==> src/rtl/vdp_pkg.sv <==
// Shared encodings for the VDP host port: command ops, VDP bus modes,
// VDP register indices, the bus-cycle FSM states and the command expansion list.
package vdp_pkg;

    localparam logic [1:0] OP_REG   = 2'd0;
    localparam logic [1:0] OP_VRAM  = 2'd1;
    localparam logic [1:0] OP_WADDR = 2'd2;
    localparam logic [1:0] OP_RSVD  = 2'd3;

    localparam logic [1:0] MODE_REGADDR = 2'd0;
    localparam logic [1:0] MODE_REGDATA = 2'd1;
    localparam logic [1:0] MODE_VRAM    = 2'd2;

    localparam logic [7:0] REG_RADDR_L = 8'd0;
    localparam logic [7:0] REG_RADDR_H = 8'd1;
    localparam logic [7:0] REG_WADDR_L = 8'd2;
    localparam logic [7:0] REG_WADDR_H = 8'd3;
    localparam logic [7:0] REG_ATTR_H  = 8'd16;

    typedef enum logic [1:0] {
        ST_IDLE,
        ST_SETUP,
        ST_ASSERT,
        ST_RELEASE
    } bus_state_t;

    typedef struct packed {
        logic [1:0] mode;
        logic [7:0] data;
    } bus_wr_t;

    // Index of the final bus write in a command's expansion list.
    function automatic logic [1:0] last_index(input logic [1:0] op);
        case (op)
            OP_REG:   last_index = 2'd1;
            OP_WADDR: last_index = 2'd3;
            default:  last_index = 2'd0;
        endcase
    endfunction

    // Bus write number idx of a command.
    function automatic bus_wr_t expand(input logic [1:0] op, input logic [1:0] idx,
                                       input logic [7:0] addr, input logic [7:0] data);
        expand = '{mode: MODE_REGADDR, data: 8'h00};
        case (op)
            OP_REG:   expand = (idx == 2'd0) ? '{mode: MODE_REGADDR, data: addr}
                                             : '{mode: MODE_REGDATA, data: data};
            OP_VRAM:  expand = '{mode: MODE_VRAM, data: data};
            OP_WADDR: begin
                case (idx)
                    2'd0:    expand = '{mode: MODE_REGADDR, data: REG_WADDR_L};
                    2'd1:    expand = '{mode: MODE_REGDATA, data: data};
                    2'd2:    expand = '{mode: MODE_REGADDR, data: REG_WADDR_H};
                    default: expand = '{mode: MODE_REGDATA, data: addr};
                endcase
            end
            default:  expand = '{mode: MODE_REGADDR, data: 8'h00};
        endcase
    endfunction

endpackage

==> src/rtl/vdp_bus_cycle.sv <==
// Executes one VDP bus write: SETUP, ASSERT (min width, rdy wait for VRAM,
// timeout) and RELEASE with mode/data held. A start on the last RELEASE clock chains writes.
module vdp_bus_cycle
    import vdp_pkg::*;
#(
    parameter int unsigned ASSERT_CYCLES  = 2,
    parameter int unsigned RECOVER_CYCLES = 1,
    parameter int unsigned RDY_TIMEOUT    = 255
) (
    input  logic       clk,
    input  logic       reset,
    input  logic       start,
    input  logic [1:0] mode,
    input  logic [7:0] wdata,
    input  logic       vdp_rdy,
    output logic [1:0] vdp_mode,
    output logic       vdp_write,
    output logic [7:0] vdp_data,
    output logic       done_c,
    output logic       timeout_c
);

    localparam int unsigned CW = 8;
    localparam logic [CW-1:0] ASSERT_LAST  = CW'(ASSERT_CYCLES - 1);
    localparam logic [CW-1:0] RECOVER_LAST = CW'(RECOVER_CYCLES - 1);
    localparam logic [CW-1:0] WAIT_MAX     = CW'(RDY_TIMEOUT);

    bus_state_t    state;
    logic [CW-1:0] cnt;
    logic [CW-1:0] wait_cnt;
    logic          min_met_c;
    logic          go_c;

    // cnt saturates at ASSERT_LAST, so min_met_c stays true for the rest of ASSERT.
    assign min_met_c = (state == ST_ASSERT) && (cnt == ASSERT_LAST);
    assign go_c      = min_met_c && ((vdp_mode != MODE_VRAM) || vdp_rdy);
    assign timeout_c = min_met_c && (vdp_mode == MODE_VRAM) && !vdp_rdy && (wait_cnt == WAIT_MAX);
    assign done_c    = (state == ST_RELEASE) && (cnt == RECOVER_LAST);

    always_ff @(posedge clk) begin
        if (reset) begin
            state     <= ST_IDLE;
            cnt       <= '0;
            wait_cnt  <= '0;
            vdp_mode  <= MODE_REGADDR;
            vdp_write <= 1'b0;
            vdp_data  <= 8'h00;
        end else begin
            case (state)
                ST_IDLE: begin
                    if (start) begin
                        vdp_mode <= mode;
                        vdp_data <= wdata;
                        state    <= ST_SETUP;
                    end
                end
                ST_SETUP: begin
                    vdp_write <= 1'b1;
                    cnt       <= '0;
                    wait_cnt  <= '0;
                    state     <= ST_ASSERT;
                end
                ST_ASSERT: begin
                    if (go_c || timeout_c) begin
                        vdp_write <= 1'b0;
                        cnt       <= '0;
                        state     <= ST_RELEASE;
                    end else if (!min_met_c) begin
                        cnt <= cnt + 1'b1;
                    end else begin
                        wait_cnt <= wait_cnt + 1'b1;
                    end
                end
                ST_RELEASE: begin
                    if (done_c) begin
                        if (start) begin
                            vdp_mode <= mode;
                            vdp_data <= wdata;
                            state    <= ST_SETUP;
                        end else begin
                            state <= ST_IDLE;
                        end
                    end else begin
                        cnt <= cnt + 1'b1;
                    end
                end
                default: state <= ST_IDLE;
            endcase
        end
    end

endmodule

==> src/rtl/vdp_host_port.sv <==
// Command front end for the VDP CPU port: latches a command, walks its
// expansion list through vdp_bus_cycle, and keeps the sticky err flag.
module vdp_host_port
    import vdp_pkg::*;
#(
    parameter int unsigned ASSERT_CYCLES  = 2,
    parameter int unsigned RECOVER_CYCLES = 1,
    parameter int unsigned RDY_TIMEOUT    = 255
) (
    input  logic       clk,
    input  logic       reset,
    input  logic       cmd_valid,
    output logic       cmd_ready,
    input  logic [1:0] cmd_op,
    input  logic [7:0] cmd_addr,
    input  logic [7:0] cmd_data,
    output logic       busy,
    output logic       err,
    input  logic       err_clear,
    output logic [1:0] vdp_mode,
    output logic       vdp_write,
    output logic [7:0] vdp_data,
    input  logic       vdp_rdy
);

    logic [1:0] op_q;
    logic [7:0] addr_q;
    logic [7:0] data_q;
    logic [1:0] idx_q;
    logic       abort_q;

    logic       accept_c;
    logic       more_c;
    logic       next_c;
    logic       start_c;
    logic       finish_c;
    logic       bc_done_c;
    logic       bc_timeout_c;
    bus_wr_t    wr_c;

    assign accept_c = cmd_valid && cmd_ready;
    assign more_c   = (idx_q != last_index(op_q));
    assign next_c   = busy && (op_q != OP_RSVD) && bc_done_c && !abort_q && more_c;
    assign start_c  = (accept_c && (cmd_op != OP_RSVD)) || next_c;
    assign finish_c = busy && ((op_q == OP_RSVD) || (bc_done_c && (abort_q || !more_c)));
    assign wr_c     = accept_c ? expand(cmd_op, 2'd0, cmd_addr, cmd_data)
                               : expand(op_q, 2'(idx_q + 2'd1), addr_q, data_q);

    always_ff @(posedge clk) begin
        if (reset) begin
            op_q      <= OP_REG;
            addr_q    <= 8'h00;
            data_q    <= 8'h00;
            idx_q     <= 2'd0;
            abort_q   <= 1'b0;
            busy      <= 1'b0;
            cmd_ready <= 1'b1;
        end else if (accept_c) begin
            op_q      <= cmd_op;
            addr_q    <= cmd_addr;
            data_q    <= cmd_data;
            idx_q     <= 2'd0;
            abort_q   <= 1'b0;
            busy      <= 1'b1;
            cmd_ready <= 1'b0;
        end else if (finish_c) begin
            abort_q   <= 1'b0;
            busy      <= 1'b0;
            cmd_ready <= 1'b1;
        end else begin
            if (next_c) begin
                idx_q <= 2'(idx_q + 2'd1);
            end
            if (bc_timeout_c) begin
                abort_q <= 1'b1;
            end
        end
    end

    // Sticky error; a set on the same clock as err_clear wins.
    always_ff @(posedge clk) begin
        if (reset) begin
            err <= 1'b0;
        end else if (bc_timeout_c || (accept_c && (cmd_op == OP_RSVD))) begin
            err <= 1'b1;
        end else if (err_clear) begin
            err <= 1'b0;
        end
    end

    vdp_bus_cycle #(
        .ASSERT_CYCLES (ASSERT_CYCLES),
        .RECOVER_CYCLES(RECOVER_CYCLES),
        .RDY_TIMEOUT   (RDY_TIMEOUT)
    ) u_bus_cycle (
        .clk      (clk),
        .reset    (reset),
        .start    (start_c),
        .mode     (wr_c.mode),
        .wdata    (wr_c.data),
        .vdp_rdy  (vdp_rdy),
        .vdp_mode (vdp_mode),
        .vdp_write(vdp_write),
        .vdp_data (vdp_data),
        .done_c   (bc_done_c),
        .timeout_c(bc_timeout_c)
    );

endmodule

==> config.mk <==
export PLATFORM = sky130hd
export DESIGN_NAME = vdp_host_port
export DESIGN_NICKNAME = d
export VERILOG_FILES = /design/src/rtl/vdp_pkg.sv /design/src/rtl/vdp_bus_cycle.sv /design/src/rtl/vdp_host_port.sv
export SDC_FILE = /design/constraint.sdc
export NUM_CORES = 1
export LEC_CHECK = 0
export CAP_MARGIN = 25
export CORE_UTILIZATION = 45
export DETAILED_ROUTE_END_ITERATION = 12
export GPL_TIMING_DRIVEN = 0
export MAX_ROUTING_LAYER = met4
export PLACE_DENSITY = 0.67
export SLEW_MARGIN = 20
export SYNTH_ARGS = -nofsm -noshare
export SYNTH_HDL_FRONTEND = slang
export SYNTH_SLANG_ARGS = --single-unit
==> constraint.sdc <==
create_clock -name clk -period 2.3 [get_ports clk]
set_input_delay 0.23 -clock clk [delete_from_list [all_inputs] [get_ports clk]]
set_output_delay 0.23 -clock clk [all_outputs]
set_load 0.01 [all_outputs]
# Yosys cells after proc, flatten, opt, wreduce, memory -nomap -nowiden
# Cells that the tools add are included.
dict set report classes {
  addsub 3
  n_eq_ne 25
  mux 32
  n_bitwise 1
  n_reduce_logical 42
}
# cell count
set op_table {}
lappend op_table {{10-bit case mux with 3 select lines} 2}
lappend op_table {{8-bit 2-to-1 mux} 7}
lappend op_table {{8-bit case mux with 2 select lines} 2}
lappend op_table {{9-bit case mux with 3 select lines} 1}
lappend op_table {{8-bit case mux with 3 select lines} 1}
lappend op_table {{8-bit by 1-bit adder with 8-bit output, second input constant} 2}
lappend op_table {{2-bit == test, second input constant} 8}
lappend op_table {{2-bit != test, second input constant} 8}
lappend op_table {{1-bit logical AND} 15}
lappend op_table {{10-bit 2-to-1 mux} 1}
lappend op_table {{2-bit 2-to-1 mux} 5}
lappend op_table {{9-bit 2-to-1 mux} 1}
lappend op_table {{3-bit AND reduction} 3}
lappend op_table {{2-bit by 1-bit == test with 1-bit output, second input constant} 4}
lappend op_table {{8-bit by 1-bit == test with 1-bit output, second input constant} 1}
lappend op_table {{8-bit == test, second input constant} 1}
lappend op_table {{2-bit zero test} 4}
lappend op_table {{8-bit zero test} 1}
lappend op_table {{1-bit 2-to-1 mux} 8}
lappend op_table {{2-bit case mux with 2 select lines} 2}
lappend op_table {{2-bit case mux with 4 select lines} 1}
lappend op_table {{2-bit nonzero test} 4}
lappend op_table {{1-bit logical OR} 6}
lappend op_table {{2-bit AND reduction} 3}
lappend op_table {{10 further kinds} 12}
dict set report word_totals {
  reg_bits 53
  in_bits 23
  output_inout_bits 14
}

# Logic depth before layout (Yosys ltp)
dict set report depth {
  word_depth 10
  mapped_depth 8
  depth_no_buf 8
}

# Modules after synthesis
# A second synthesis with hierarchy kept.
dict set report unflattened {
  hier_cells 361
  hier_area_um2 2975.4
}
# mod n_inst cells_per_inst area_per_inst_um2
set modules_own_cells {}
lappend modules_own_cells {vdp_bus_cycle 1 177 1572.8}
lappend modules_own_cells {vdp_host_port 1 184 1402.6}

# Worst setup path after synthesis
# No wires, ideal clock.
dict set report synth_timing {
  path_type {flip-flop to flip-flop}
  from {register u_bus_cycle.cnt[2]}
  to {register u_bus_cycle.vdp_data[6]}
  setup_time_ns 0.116
  arrival_time_ns 1.799
  path_slack_ns 0.385
  stages_incl_launch_ff 8
  path_buffers 1
  cell_sequence {dfxtp_1 > nor4_4 > and3_4 > o2111ai_4 > a22oi_4 > buf_8 > o221ai_1 > o211a_1}
}
dict set report synth_between {
  elab_chain_cells 9
  word_cells_on_any_way 11
}
# element line_no
set synth_rtl {}
lappend synth_rtl {{start, declared} vdp_bus_cycle.sv:29} ;# logic [CW-1:0] cnt;
lappend synth_rtl {{start signal, assigned} vdp_bus_cycle.sv:69} ;# cnt <= cnt + 1'b1;
lappend synth_rtl {{start signal, assigned} vdp_bus_cycle.sv:84} ;# cnt <= cnt + 1'b1;
lappend synth_rtl {{8-bit zero test (*)} vdp_bus_cycle.sv:38} ;# assign done_c = (state == ST_RELEASE) && (cnt == RECOVER_LAST);
lappend synth_rtl {{1-bit logical AND (*)} vdp_bus_cycle.sv:38}
lappend synth_rtl {{1-bit logical AND (3 in a row)} vdp_host_port.sv:43} ;# assign next_c = busy && (op_q != OP_RSVD) && bc_done_c && !abort_q && more_c;
lappend synth_rtl {{1-bit logical OR} vdp_host_port.sv:44} ;# assign start_c = (accept_c && (cmd_op != OP_RSVD)) || next_c;
lappend synth_rtl {{8-bit 2-to-1 mux (2 in a row)} --}
lappend synth_rtl {{8-bit case mux with 2 select lines} --}
lappend synth_rtl {{end signal, assigned} vdp_bus_cycle.sv:53} ;# vdp_data <= wdata;
lappend synth_rtl {{end signal, assigned} vdp_bus_cycle.sv:78} ;# vdp_data <= wdata;
lappend synth_rtl {{end, declared} vdp_bus_cycle.sv:18} ;# output logic [7:0] vdp_data,
# Every way passes the cells marked *; elsewhere a longest branch is shown, timed or not. The select of a mux whose other input is x is not followed.
# A chain may end at the register's enable or synchronous reset.

# Final worst setup path
dict set report layout_timing {
  from {register u_bus_cycle.cnt[2]}
  to {register u_bus_cycle.vdp_mode[0]}
}
dict set report layout_between {
  elab_chain_cells 9
  word_cells_on_any_way 11
}
# element line_no
set layout_rtl {}
lappend layout_rtl {{8-bit zero test (*)} vdp_bus_cycle.sv:38}
lappend layout_rtl {{1-bit logical AND (*)} vdp_bus_cycle.sv:38}
lappend layout_rtl {{1-bit logical AND (3 in a row)} vdp_host_port.sv:43}
lappend layout_rtl {{1-bit logical OR} vdp_host_port.sv:44}
lappend layout_rtl {{2-bit 2-to-1 mux (2 in a row)} --}
lappend layout_rtl {{2-bit case mux with 2 select lines} --}
lappend layout_rtl {{end signal, assigned} vdp_bus_cycle.sv:52} ;# vdp_mode <= mode;
lappend layout_rtl {{end signal, assigned} vdp_bus_cycle.sv:77} ;# vdp_mode <= mode;
lappend layout_rtl {{end, declared} vdp_bus_cycle.sv:16} ;# output logic [1:0] vdp_mode,
# Marks and branches as above.

==> impl_results.md <==
- Outcome: finished clean
- #FFs+latches synth: 53
- Root Driver: clkbuf_8
- Die Ht: 80.89 µm
- Total Wirelength: 6733 µm
- Max-Cap Viols: 0
- Vias: 2,460
- Reg-to-reg endpoint: u_bus_cycle.vdp_mode[0]$_SDFFE_PP0P_
- Clock transition at the registers of the reported paths: 100 ps
- Critical path fanouts, max: 10
- Worst Hold Path Cells: 2
- Seq/Total Area, Yosys: 37.89%
- Area occupied by multi-input gates: 1607 µm²
- Final worst slack: 161.3 ps
- Buffers on Ports: 36
- Row count: 28
- RSZ-0062 raised after global routing: no
- Async set or reset register ratio after synthesis: 0%
- Register area: 1061 µm²
- Antenna fix cells: 0
- TritonCTS clock tree: built
- Setup Slack @ Placement: -206.1 ps
- Ys flop type: dfxtp_1
- Die Width: 80.89 µm
- Placed cell count: 440
- Slew margin rel.: 53.70%
- Fin crit share: 92.99%
- Total power: 2753 µW
- Initial drt markers: 199
- Yosys warns: 0
- CP arrival: 2330 ps
- Fin. Hold Viols: 0
- ANT nets after route: 0
- Layout Area Growth over Synthesis: 22.52%
- Hold Crit Start: data_q[7]$_SDFFE_PP0P_
- Yosys cell types: 53
- Data required, critical path: 2490 ps
- Largest net degree at the start of global routing: 18
- Hold_buf cts: 0
- Drt wl/cell: 15.00 µm
- Metal2 WL: 3049 µm
- CP Capture Type: flop
- H-Tree Depth: 2
- Mean Syn Cell Area: 8.511 µm²
- Vias in the first global route: 2,278
- Buffer levels on the longest clock path: 2
- EDFF count, synth: 0
- Layout net count: 409
- Mapped Nets: 365
- Reg-to-reg slack, setup: 160 ps
- Hold WS: 460.2 ps
- Slew @ Worst Pin: 694.6 ps
- Setup violators final: 0
- R2R cell count: 8
- Worst min path class: flop to flop
- Global-route wire length before repair: 10,760 µm
- Met1 wire length: 3385 µm
- Post-synth design cell area: 2800 µm²
- Final Util: 57.61%
- Sink Count: 53
- Detailed Routing Iterations Pass 1: 5
- Fmax: 467.6 MHz
- Peak VDD IR: 0.0006168 V
- Max Used Layer: met4
- FILL cells: 544
- Drt drc: 0
- Max-slew violation count: 0
- GRT Overall Usage: 22.14%
- Antenna violations before repair: 0
- Post-route insts no fill: 449
- Initial Util: 47.02%
- Commonest non-fill, non-tap cell in the layout: dfxtp_1
- Post-Synthesis Cells: 329
- Reg2Reg Launch Point: u_bus_cycle.cnt[2]$_SDFFE_PP0P_
- Worst skew pair latency: 310 ps
- Layout Skew: 9.870 ps
- Fin crit period: 2139 ps
- Crit. Startpoint: u_bus_cycle.cnt[2]$_SDFFE_PP0P_
- CTS Buf Count: 5
- Share of layout cells above drive strength 1: 7.219%
- Hold path endpoint: data_q[7]$_SDFFE_PP0P_
- Core box area: 5956 µm²
- DP Wirelength: 4844 µm
- Lkg Pwr: 0.001336 µW
- Critical path startpoint category: flop
- Metal3 WL: 249 µm
- Total congestion overflow: 0
- DIE AREA: 6542 µm²
- Commonest non-fill, non-tap cells in the layout: dfxtp_1, nand2_1, a21oi_1, clkdlybuf4s50_1, nor2_1
- Power per cell area: 802.4 nW/µm²
- Setup Crit Path Kind: flop to flop
- Top-level I/O count: 37
- Vias per cell: 5.479
- Gpl congestion: 0.9469
[cells in the mapped netlist, drive strengths merged (5+ instances only)]
cell,count,area share (%)
nand2,51,6.8
o211a,6,2.1
nor3,5,0.89
a211oi,5,1.5
o221ai,7,2.2
xnor2,5,1.6
mux2i,12,4.3
inv,15,2.0
dfxtp,53,38
nand3,9,1.6
a21oi,36,6.4
xor2,6,1.9
ha,13,5.8
and3,6,1.5
clkbuf,11,2.2
a22oi,8,2.6
o21ai,11,2.0
nor2,28,3.8
[per-stage QoR]
| stage | cell area, µm² | TNS [ps] |
|---|---|---|
| 6_report | 3431 | 0 |
| 5_1_grt | 3431 | 0 |
| 4_1_cts | 3392 | 0 |
| 3_5_place_dp | 3254 | -422.5 |
| 3_3_place_gp | 3254 | -415.9 |
| 2_1_floorplan | 2800 | 0 |
[power breakdown]
group          internal [µW]  total [µW]  leakage [µW]  switching (µW)
clock                    438         751     0.0000687             313
sequential              1020        1100      0.000433            79.8
combinational            422         907      0.000835             485
total                   1880        2750       0.00134             877
[what timing repair did]
item,CTS,global route
endpoints found under the setup margin,0,19
setup buffers,0,2
resized for setup,0,3
[registers in the layout, summed over array words and instances, names as in the netlist]
| signal | flops |
|---|---|
| abort_q | 1 |
| u_bus_cycle.cnt | 8 |
| addr_q | 8 |
| cmd_ready | 1 |
| u_bus_cycle.state | 2 |
| op_q | 2 |
| u_bus_cycle.vdp_write | 1 |
| u_bus_cycle.vdp_mode | 2 |
| u_bus_cycle.wait_cnt | 8 |
| err | 1 |
| data_q | 8 |
| u_bus_cycle.vdp_data | 8 |
| busy | 1 |
| idx_q | 2 |
[routing by layer]
layer	track usage, %	vias to the layer above
li1	-	1254
met1	29.73	1150
met2	33.87	51
met3	3.820	5
met4	6.607	0
met5	-	-
[critical path, cell delays in order, from the launching register on]
cell,delay [ps]
dfxtp_1,390
nor4_4,410
and3_4,280
nand2_1,180
a22oi_4,250
buf_12,140
buf_8,130
mux2i_1,190
nor2_1,50
[worst max-delay path by stage]
stage / endpoint / cells past startpoint
floorplan: u_bus_cycle.vdp_data[6]$_SDFFE_PP0P_ / 7
global placement: u_bus_cycle.wait_cnt[5]$_SDFFE_PP0P_ / 7
detailed placement: u_bus_cycle.wait_cnt[7]$_SDFFE_PP0P_ / 7
CTS: u_bus_cycle.cnt[7]$_SDFFE_PP0P_ / 5
global route: u_bus_cycle.vdp_data[4]$_SDFFE_PP0P_ / 7
finish: u_bus_cycle.vdp_mode[0]$_SDFFE_PP0P_ / 8
[kinds of logic (layout without fill, tap and decap cells)]
group	count (synthesis)	in the layout	synth area share, %
flip-flops	53	53	37.89
XOR/XNOR	11	11	3.440
multiplexers	12	12	4.290
buffers and inverters	29	74	5.272
adder cells (fa/ha/maj)	13	13	5.809
AO/OA/AOI/OAI	89	89	22.43
AND/OR/NAND/NOR	122	122	20.87
[final cells by class]
cell class	instances	area share, %
Timing Repair Buffer	38	11.31
Buffer	13	2.553
Sequential cell	53	30.93
Clock buffer	5	2.006
Inverter	15	1.641
Tap cell	75	2.735
Multi-Input combinational cell	247	46.83
Clock inverter	3	2.006
(Power assumes the default switching activity.)
